$ cat src/rtl/score_pkg.sv
// Shared types and constants for the score keeper: round state codes,
// packed-BCD limits and the elaboration-time binary-to-BCD helper.
package score_pkg;

    // Round state codes; 2'b11 is never entered on purpose and recovers to IDLE.
    typedef enum logic [1:0] {
        ST_IDLE    = 2'b00,
        ST_PLAYING = 2'b01,
        ST_OVER    = 2'b10,
        ST_BAD     = 2'b11
    } state_t;

    localparam logic [7:0] BCD_MAX  = 8'h99;
    localparam logic [7:0] BCD_ZERO = 8'h00;

    // Two-digit packed BCD of a small integer. Out-of-range inputs clamp to 0..99.
    function automatic logic [7:0] to_bcd2(input int value);
        int v;
        int t;
        int o;
        v = (value < 0) ? 0 : ((value > 99) ? 99 : value);
        t = v / 10;
        o = v % 10;
        return {4'(t), 4'(o)};
    endfunction

endpackage

$ cat src/rtl/score_keeper_if.sv
// Game-control inputs and display-side outputs of the score keeper.
//
// Signal semantics: tick_1hz is a one-cycle strobe and counts on every cycle
// it is high. start, hit and miss are levels; the keeper acts only on the
// cycle where a level is first seen high (rising edge), so holding a level
// produces exactly one event. All outputs are registered except disp_bcd.
interface score_keeper_if;
    logic       tick_1hz;
    logic       start;
    logic       hit;
    logic       miss;
    logic [7:0] score_bcd;
    logic [7:0] high_bcd;
    logic [7:0] time_bcd;
    logic [7:0] disp_bcd;
    logic [1:0] state;
    logic       new_high;

    // Master drives the game inputs and observes the keeper.
    modport master (
        output tick_1hz, start, hit, miss,
        input  score_bcd, high_bcd, time_bcd, disp_bcd, state, new_high
    );

    // Slave is the score keeper itself.
    modport slave (
        input  tick_1hz, start, hit, miss,
        output score_bcd, high_bcd, time_bcd, disp_bcd, state, new_high
    );
endinterface

$ cat src/rtl/bcd2_step.sv
// Combinational 2-digit packed-BCD step: +1 saturating at 99, -1 flooring
// at 00. inc and dec together, or neither, leave the value unchanged.
module bcd2_step
    import score_pkg::*;
(
    input  logic [7:0] val,
    input  logic       inc,
    input  logic       dec,
    output logic [7:0] result
);

    logic [3:0] tens;
    logic [3:0] ones;

    assign tens = val[7:4];
    assign ones = val[3:0];

    // Ones digit wraps 9->0 / 0->9 with carry / borrow into tens.
    always_comb begin
        result = val;
        if (inc && !dec) begin
            if (val == BCD_MAX) begin
                result = BCD_MAX;
            end else if (ones == 4'd9) begin
                result = {tens + 4'd1, 4'd0};
            end else begin
                result = {tens, ones + 4'd1};
            end
        end else if (dec && !inc) begin
            if (val == BCD_ZERO) begin
                result = BCD_ZERO;
            end else if (ones == 4'd0) begin
                result = {tens - 4'd1, 4'd9};
            end else begin
                result = {tens, ones - 4'd1};
            end
        end
    end

endmodule

$ cat src/rtl/score_keeper.sv
// Round state machine and scoring for the whack-a-mole game: counts hits and
// misses into a saturating BCD score, counts the round time down in BCD,
// keeps the session high score and selects the value for the display.
module score_keeper
    import score_pkg::*;
#(
    parameter int ROUND_SECS = 30,
    parameter bit PENALTY_EN = 1'b1
) (
    input  logic          clk,
    input  logic          rst,
    score_keeper_if.slave sk
);

    localparam logic [7:0] ROUND_BCD = to_bcd2(ROUND_SECS);

    state_t     state_q, state_d;
    logic [7:0] score_q, score_d;
    logic [7:0] high_q, high_d;
    logic [7:0] time_q, time_d;
    logic       new_high_q, new_high_d;

    // Input history; reset to 1 so a level held through reset does not fire.
    logic       start_q, hit_q, miss_q;
    logic       start_ev, hit_ev, miss_ev, miss_pen;

    logic [7:0] score_nxt;
    logic [7:0] time_nxt;

    assign start_ev = sk.start & ~start_q;
    assign hit_ev   = sk.hit   & ~hit_q;
    assign miss_ev  = sk.miss  & ~miss_q;
    assign miss_pen = PENALTY_EN ? miss_ev : 1'b0;

    // Hit and penalised miss together cancel inside the step block.
    bcd2_step u_score_step (
        .val    (score_q),
        .inc    (hit_ev),
        .dec    (miss_pen),
        .result (score_nxt)
    );

    bcd2_step u_time_step (
        .val    (time_q),
        .inc    (1'b0),
        .dec    (1'b1),
        .result (time_nxt)
    );

    // State and datapath registers, synchronous reset.
    always_ff @(posedge clk) begin
        if (rst) begin
            state_q    <= ST_IDLE;
            score_q    <= BCD_ZERO;
            high_q     <= BCD_ZERO;
            time_q     <= ROUND_BCD;
            new_high_q <= 1'b0;
            start_q    <= 1'b1;
            hit_q      <= 1'b1;
            miss_q     <= 1'b1;
        end else begin
            state_q    <= state_d;
            score_q    <= score_d;
            high_q     <= high_d;
            time_q     <= time_d;
            new_high_q <= new_high_d;
            start_q    <= sk.start;
            hit_q      <= sk.hit;
            miss_q     <= sk.miss;
        end
    end

    // Next-state and datapath updates for each round phase.
    always_comb begin
        state_d    = state_q;
        score_d    = score_q;
        high_d     = high_q;
        time_d     = time_q;
        new_high_d = new_high_q;
        case (state_q)
            ST_IDLE: begin
                if (start_ev) begin
                    state_d    = ST_PLAYING;
                    score_d    = BCD_ZERO;
                    time_d     = ROUND_BCD;
                    new_high_d = 1'b0;
                end
            end
            ST_PLAYING: begin
                score_d = score_nxt;
                if (sk.tick_1hz) begin
                    time_d = time_nxt;
                    // The last second ends the round on the same edge.
                    if (time_q == 8'h01) begin
                        state_d = ST_OVER;
                    end
                end
            end
            ST_OVER: begin
                // Packed BCD orders correctly under a plain unsigned compare.
                if (score_q > high_q) begin
                    high_d     = score_q;
                    new_high_d = 1'b1;
                end
                if (start_ev) begin
                    state_d    = ST_PLAYING;
                    score_d    = BCD_ZERO;
                    time_d     = ROUND_BCD;
                    new_high_d = 1'b0;
                end
            end
            default: begin
                state_d = ST_IDLE;
            end
        endcase
    end

    assign sk.score_bcd = score_q;
    assign sk.high_bcd  = high_q;
    assign sk.time_bcd  = time_q;
    assign sk.state     = state_q;
    assign sk.new_high  = new_high_q;
    assign sk.disp_bcd  = (state_q == ST_IDLE) ? high_q : score_q;

endmodule

$ cat src/flat_wrapper.sv
// flat-port wrapper written by rule: the top's interface ports become plain ports
module score_keeper_flat import score_pkg::*;
#(
    parameter int ROUND_SECS = 30,
    parameter bit PENALTY_EN = 1'b1
)
  (clk, rst, sk_tick_1hz, sk_start, sk_hit, sk_miss, sk_score_bcd, sk_high_bcd, sk_time_bcd, sk_disp_bcd, sk_state, sk_new_high);
  score_keeper_if sk_i ();
  input  logic clk;
  input  logic rst;
  input wire logic [$bits(sk_i.tick_1hz)-1:0] sk_tick_1hz;
  input wire logic [$bits(sk_i.start)-1:0] sk_start;
  input wire logic [$bits(sk_i.hit)-1:0] sk_hit;
  input wire logic [$bits(sk_i.miss)-1:0] sk_miss;
  output wire logic [$bits(sk_i.score_bcd)-1:0] sk_score_bcd;
  output wire logic [$bits(sk_i.high_bcd)-1:0] sk_high_bcd;
  output wire logic [$bits(sk_i.time_bcd)-1:0] sk_time_bcd;
  output wire logic [$bits(sk_i.disp_bcd)-1:0] sk_disp_bcd;
  output wire logic [$bits(sk_i.state)-1:0] sk_state;
  output wire logic [$bits(sk_i.new_high)-1:0] sk_new_high;
  assign sk_i.tick_1hz = sk_tick_1hz;
  assign sk_i.start = sk_start;
  assign sk_i.hit = sk_hit;
  assign sk_i.miss = sk_miss;
  assign sk_score_bcd = sk_i.score_bcd;
  assign sk_high_bcd = sk_i.high_bcd;
  assign sk_time_bcd = sk_i.time_bcd;
  assign sk_disp_bcd = sk_i.disp_bcd;
  assign sk_state = sk_i.state;
  assign sk_new_high = sk_i.new_high;
  score_keeper #(.ROUND_SECS(ROUND_SECS), .PENALTY_EN(PENALTY_EN)) u_core (.clk(clk), .rst(rst), .sk(sk_i));
endmodule
$ cat config.mk
export PLATFORM = sky130hd
export DESIGN_NAME = score_keeper_flat
export DESIGN_NICKNAME = d
export VERILOG_FILES = /design/src/rtl/score_pkg.sv /design/src/rtl/score_keeper_if.sv /design/src/rtl/bcd2_step.sv /design/src/rtl/score_keeper.sv /design/src/flat_wrapper.sv
export SDC_FILE = /design/constraint.sdc
export NUM_CORES = 1
export LEC_CHECK = 0
export ABC_AREA = 1
export CORE_MARGIN = 5
export CORE_UTILIZATION = 50
export CTS_CLUSTER_DIAMETER = 30
export DETAILED_ROUTE_END_ITERATION = 6
export PLACE_DENSITY = 0.77
export SLEW_MARGIN = 10
export SYNTH_ARGS = -nofsm -noshare
export SYNTH_HDL_FRONTEND = slang
export SYNTH_SLANG_ARGS = --single-unit
$ cat constraint.sdc
create_clock -name clk -period 2.4 [get_ports clk]
set_input_delay 0.36 -clock clk [delete_from_list [all_inputs] [get_ports clk]]
set_output_delay 0.36 -clock clk [all_outputs]
set_load 0.03 [all_outputs]
==> metrics.cfg, run 1 <==
[floorplanning]
fp.dieW_um=75.2
dieArea_um2=5660
die_h_um=75.2
num_io_pins=41
core_region_area_um2=4060
floorplan.rows=23
initial_utilization_pct=52.4

[placement]
place_inst=399
port_buffers=40
dpl.hpwl_um=4020
gpl_wtd_cong=0.917
preCtsSetupSlack_ns=0.207

[synthesis]
largest_cells_by_area_after_synthesis=dfxtp_1, nand2_1, ha_1
synth_warnings=0
ys.flop_type=dfxtp_1
ys_async_sr_fraction_pct=0
seq_area_frac_synth_pct=28.3
synth_enable_flop_cells=0
postSynthNetCount=335
post_synth.cell_area_avg_um2=6.88
synth.ff_latch_count=30
synthDominantCellAreaShare_pct=28.3
synth_cell_types=36
netlist_instances=309
synth_largest_area_cell=dfxtp_1
synth.cell_area_um2=2130

[timing]
tns_ns=0
finalCritPeriodShare_pct=93.4
setup_repair_after_global_routing_missed_its_margin=false
report.final.hold_viol_count=0
setup-violations-final=0
slew_viol_final=0
slew-limit-headroom_pct=71.7
crit_path_time_final_ns=2.24
finalWorstSetupSlack_ns=0.158
max_fclk_mhz=446
worst-slew-pin-transition_ns=0.423
worst_clock_skew_ns=0.00295

[grt]
grt_pass1_vias=1977
track_usage_pct=19.8
largest_net_degree_at_the_start_of_global_routing=18
global_route_wire_length_before_repair_um=8650
grt_overflow_total=0
antenna_found_initial=0

[final_layout]
synthToLayoutAreaGrowth_pct=26.6
numnets_final=382
drive_gt1_share_pct=9.52
layout.core_utilization_pct=66.3
fin_cells=407
layout.cells.most_common_list=nand2_1, inv_1, clkdlybuf4s50_1, nand3_1, dfxtp_1
ff_latch_area_um2=601
diodes=0
multi_input_comb_area_um2=1320
filler_cell_count=377
layout_commonest_cell=nand2_1

[job]
maxCapViolations=0

[hold_path]
hp-class=flip-flop to flip-flop
min_delay_worst_endpoint=u_core.sk.new_high$_SDFFE_PP0P_
whs_path_depth=2
holdCritStartpoint=u_core.sk.new_high$_SDFFE_PP0P_

[clock_network]
insertion_delay_ns=0.28
cts_tree=built
clock_tree.htree_level_count=2
ctsLongestPathBuffers=2
post_cts_buffers=0
cts_resized=0
tritoncts.num_buffers=5
cts-root-buf=clkbuf_8
tritoncts_num_sinks=30
hold_buffers=0
cts.reportedPaths.clkPinSlew_ns=0.06

[power]
leakagePower_uw=0.00116
ir_drop_v=0.000285
overall_power_of_the_completed_layout_uw=1060
power-per-cell-area_nw_per_um2=395

[route]
drt_drc_violations_left=0
route.final.wire_length_um=5130
detail-route-antenna-nets=0
detail_route.first_pass.iterations=4
vias=2145
avgRoutedWirePerCell_um=12.6
vias_per_cell=5.27
detailedRoute.firstIterationViolations=96

[setup_path]
r2r_endpoint=u_core.sk.high_bcd[3]$_SDFFE_PP0P_
worstPathRequired_ns=2.04
worst_path_max_delay_cell=clkdlybuf4s50_1
crit_path_max_incr_delay_ns=0.69
crit_chain=inv_1 -> o21ai_0 -> clkdlybuf4s50_1
r2r.worst_path.cells=8
worst_endpoint_data_arrival_time_ns=1.88
worst_r2r_startpoint=u_core.sk.score_bcd[0]$_SDFFE_PP0P_
worst_r2r_setup_slack_ns=0.55
timing.critical_path.to_type=primary output
path_max_fanout=8
worst_setup_path_start_kind=flip-flop
critPathKind=flip-flop to primary output

[run_status]
outcome=complete, no violations

[report_power, final]
part           total [uW]  internal [uW]  switching, uW
Sequential            513            506           6.99
Clock                 423            231            193
Combinational         127           45.5           81.8
[through the flow]
step                cell area (um2)  hold slack (ns)
floorplan                      2130            0.429
global placement               2600            0.457
detailed placement             2600            0.460
CTS                            2690            0.475
global route                   2690            0.504
finish                         2690            0.467
[area by class of cell]
type                    count  share of cell area [%]
repair buffers             47                    16.8
well taps                  50                    2.32
clock buffers               7                    3.21
clock inverters             1                   0.186
multi-input cells         229                    49.0
inverters                  43                    6.09
flip-flops and latches     30                    22.3
[per-layer routing]
layer  vias up  track usage [%]  routed length (um)
li1       1104                -                   -
met1       972             22.9                2220
met2        58             35.3                2610
met3        11             3.34                 209
met4         0             9.13                  95
met5         -                0                   0
[worst max-delay path, delay by kind of cell, from the launching register on]
family / cells / cell delay [ns]
flops: 1 / 0.50
buf+inv: 2 / 0.91
compound gates: 1 / 0.19
[cell usage after synthesis, types with 2 or more instances]
master	number
a31oi_1	3
dfxtp_1	30
a21oi_2	4
ha_1	20
nand2_2	3
nand3_1	30
buf_2	3
nand2_1	67
nor3_1	3
clkbuf_1	2
xor2_1	2
nor2_1	27
xnor2_1	2
nand2_4	5
o21ai_0	20
inv_1	40
a21oi_1	25
o21a_1	2
nand4_1	4
[registers in the layout, summed over array words and instances, names as in the netlist]
register             cells
u_core.sk.high_bcd       8
u_core.sk.state          2
u_core.sk.new_high       1
u_core.sk.score_bcd      8
u_core.sk.time_bcd       8
u_core.start_q           1
u_core.hit_q             1
u_core.miss_q            1
[cells by family (layout without fill, tap and decap cells)]
logic type / count (synthesis) / in the layout / share of synthesized area [%]
XOR/XNOR: 4 / 4 / 1.65
AO/OA/AOI/OAI: 58 / 58 / 15.6
adder cells (fa/ha/maj): 20 / 20 / 11.8
buffers and inverters: 50 / 98 / 9.65
flip-flops: 30 / 30 / 28.3
AND/OR/NAND/NOR: 147 / 147 / 33.1
[how the worst max path moves through the flow]
stage | start | to | cells after the start
after global placement | sk_miss | u_core.sk.score_bcd[6]$_SDFFE_PP0P_ | 10
after detailed placement | sk_miss | u_core.sk.score_bcd[6]$_SDFFE_PP0P_ | 10
after global routing | u_core.sk.score_bcd[4]$_SDFFE_PP0P_ | sk_disp_bcd[4] | 3
final | u_core.sk.score_bcd[4]$_SDFFE_PP0P_ | sk_disp_bcd[4] | 3
after CTS | u_core.sk.score_bcd[4]$_SDFFE_PP0P_ | sk_disp_bcd[4] | 3
after floorplan | u_core.sk.state[1]$_SDFFE_PP0P_ | sk_disp_bcd[0] | 3
No activity file was read; power rests on OpenSTA's default activity.
==> run 2: changes to the inputs <==
--- a/config.mk
+++ b/config.mk
@@ -6,6 +6,7 @@
 export NUM_CORES = 1
 export LEC_CHECK = 0
 export ABC_AREA = 1
+export CAP_MARGIN = 5
 export CORE_MARGIN = 5
 export CORE_UTILIZATION = 50
 export CTS_CLUSTER_DIAMETER = 30
==> results of run 2 <==
The final DEF is identical to that of run 1; final timing and power are the same.
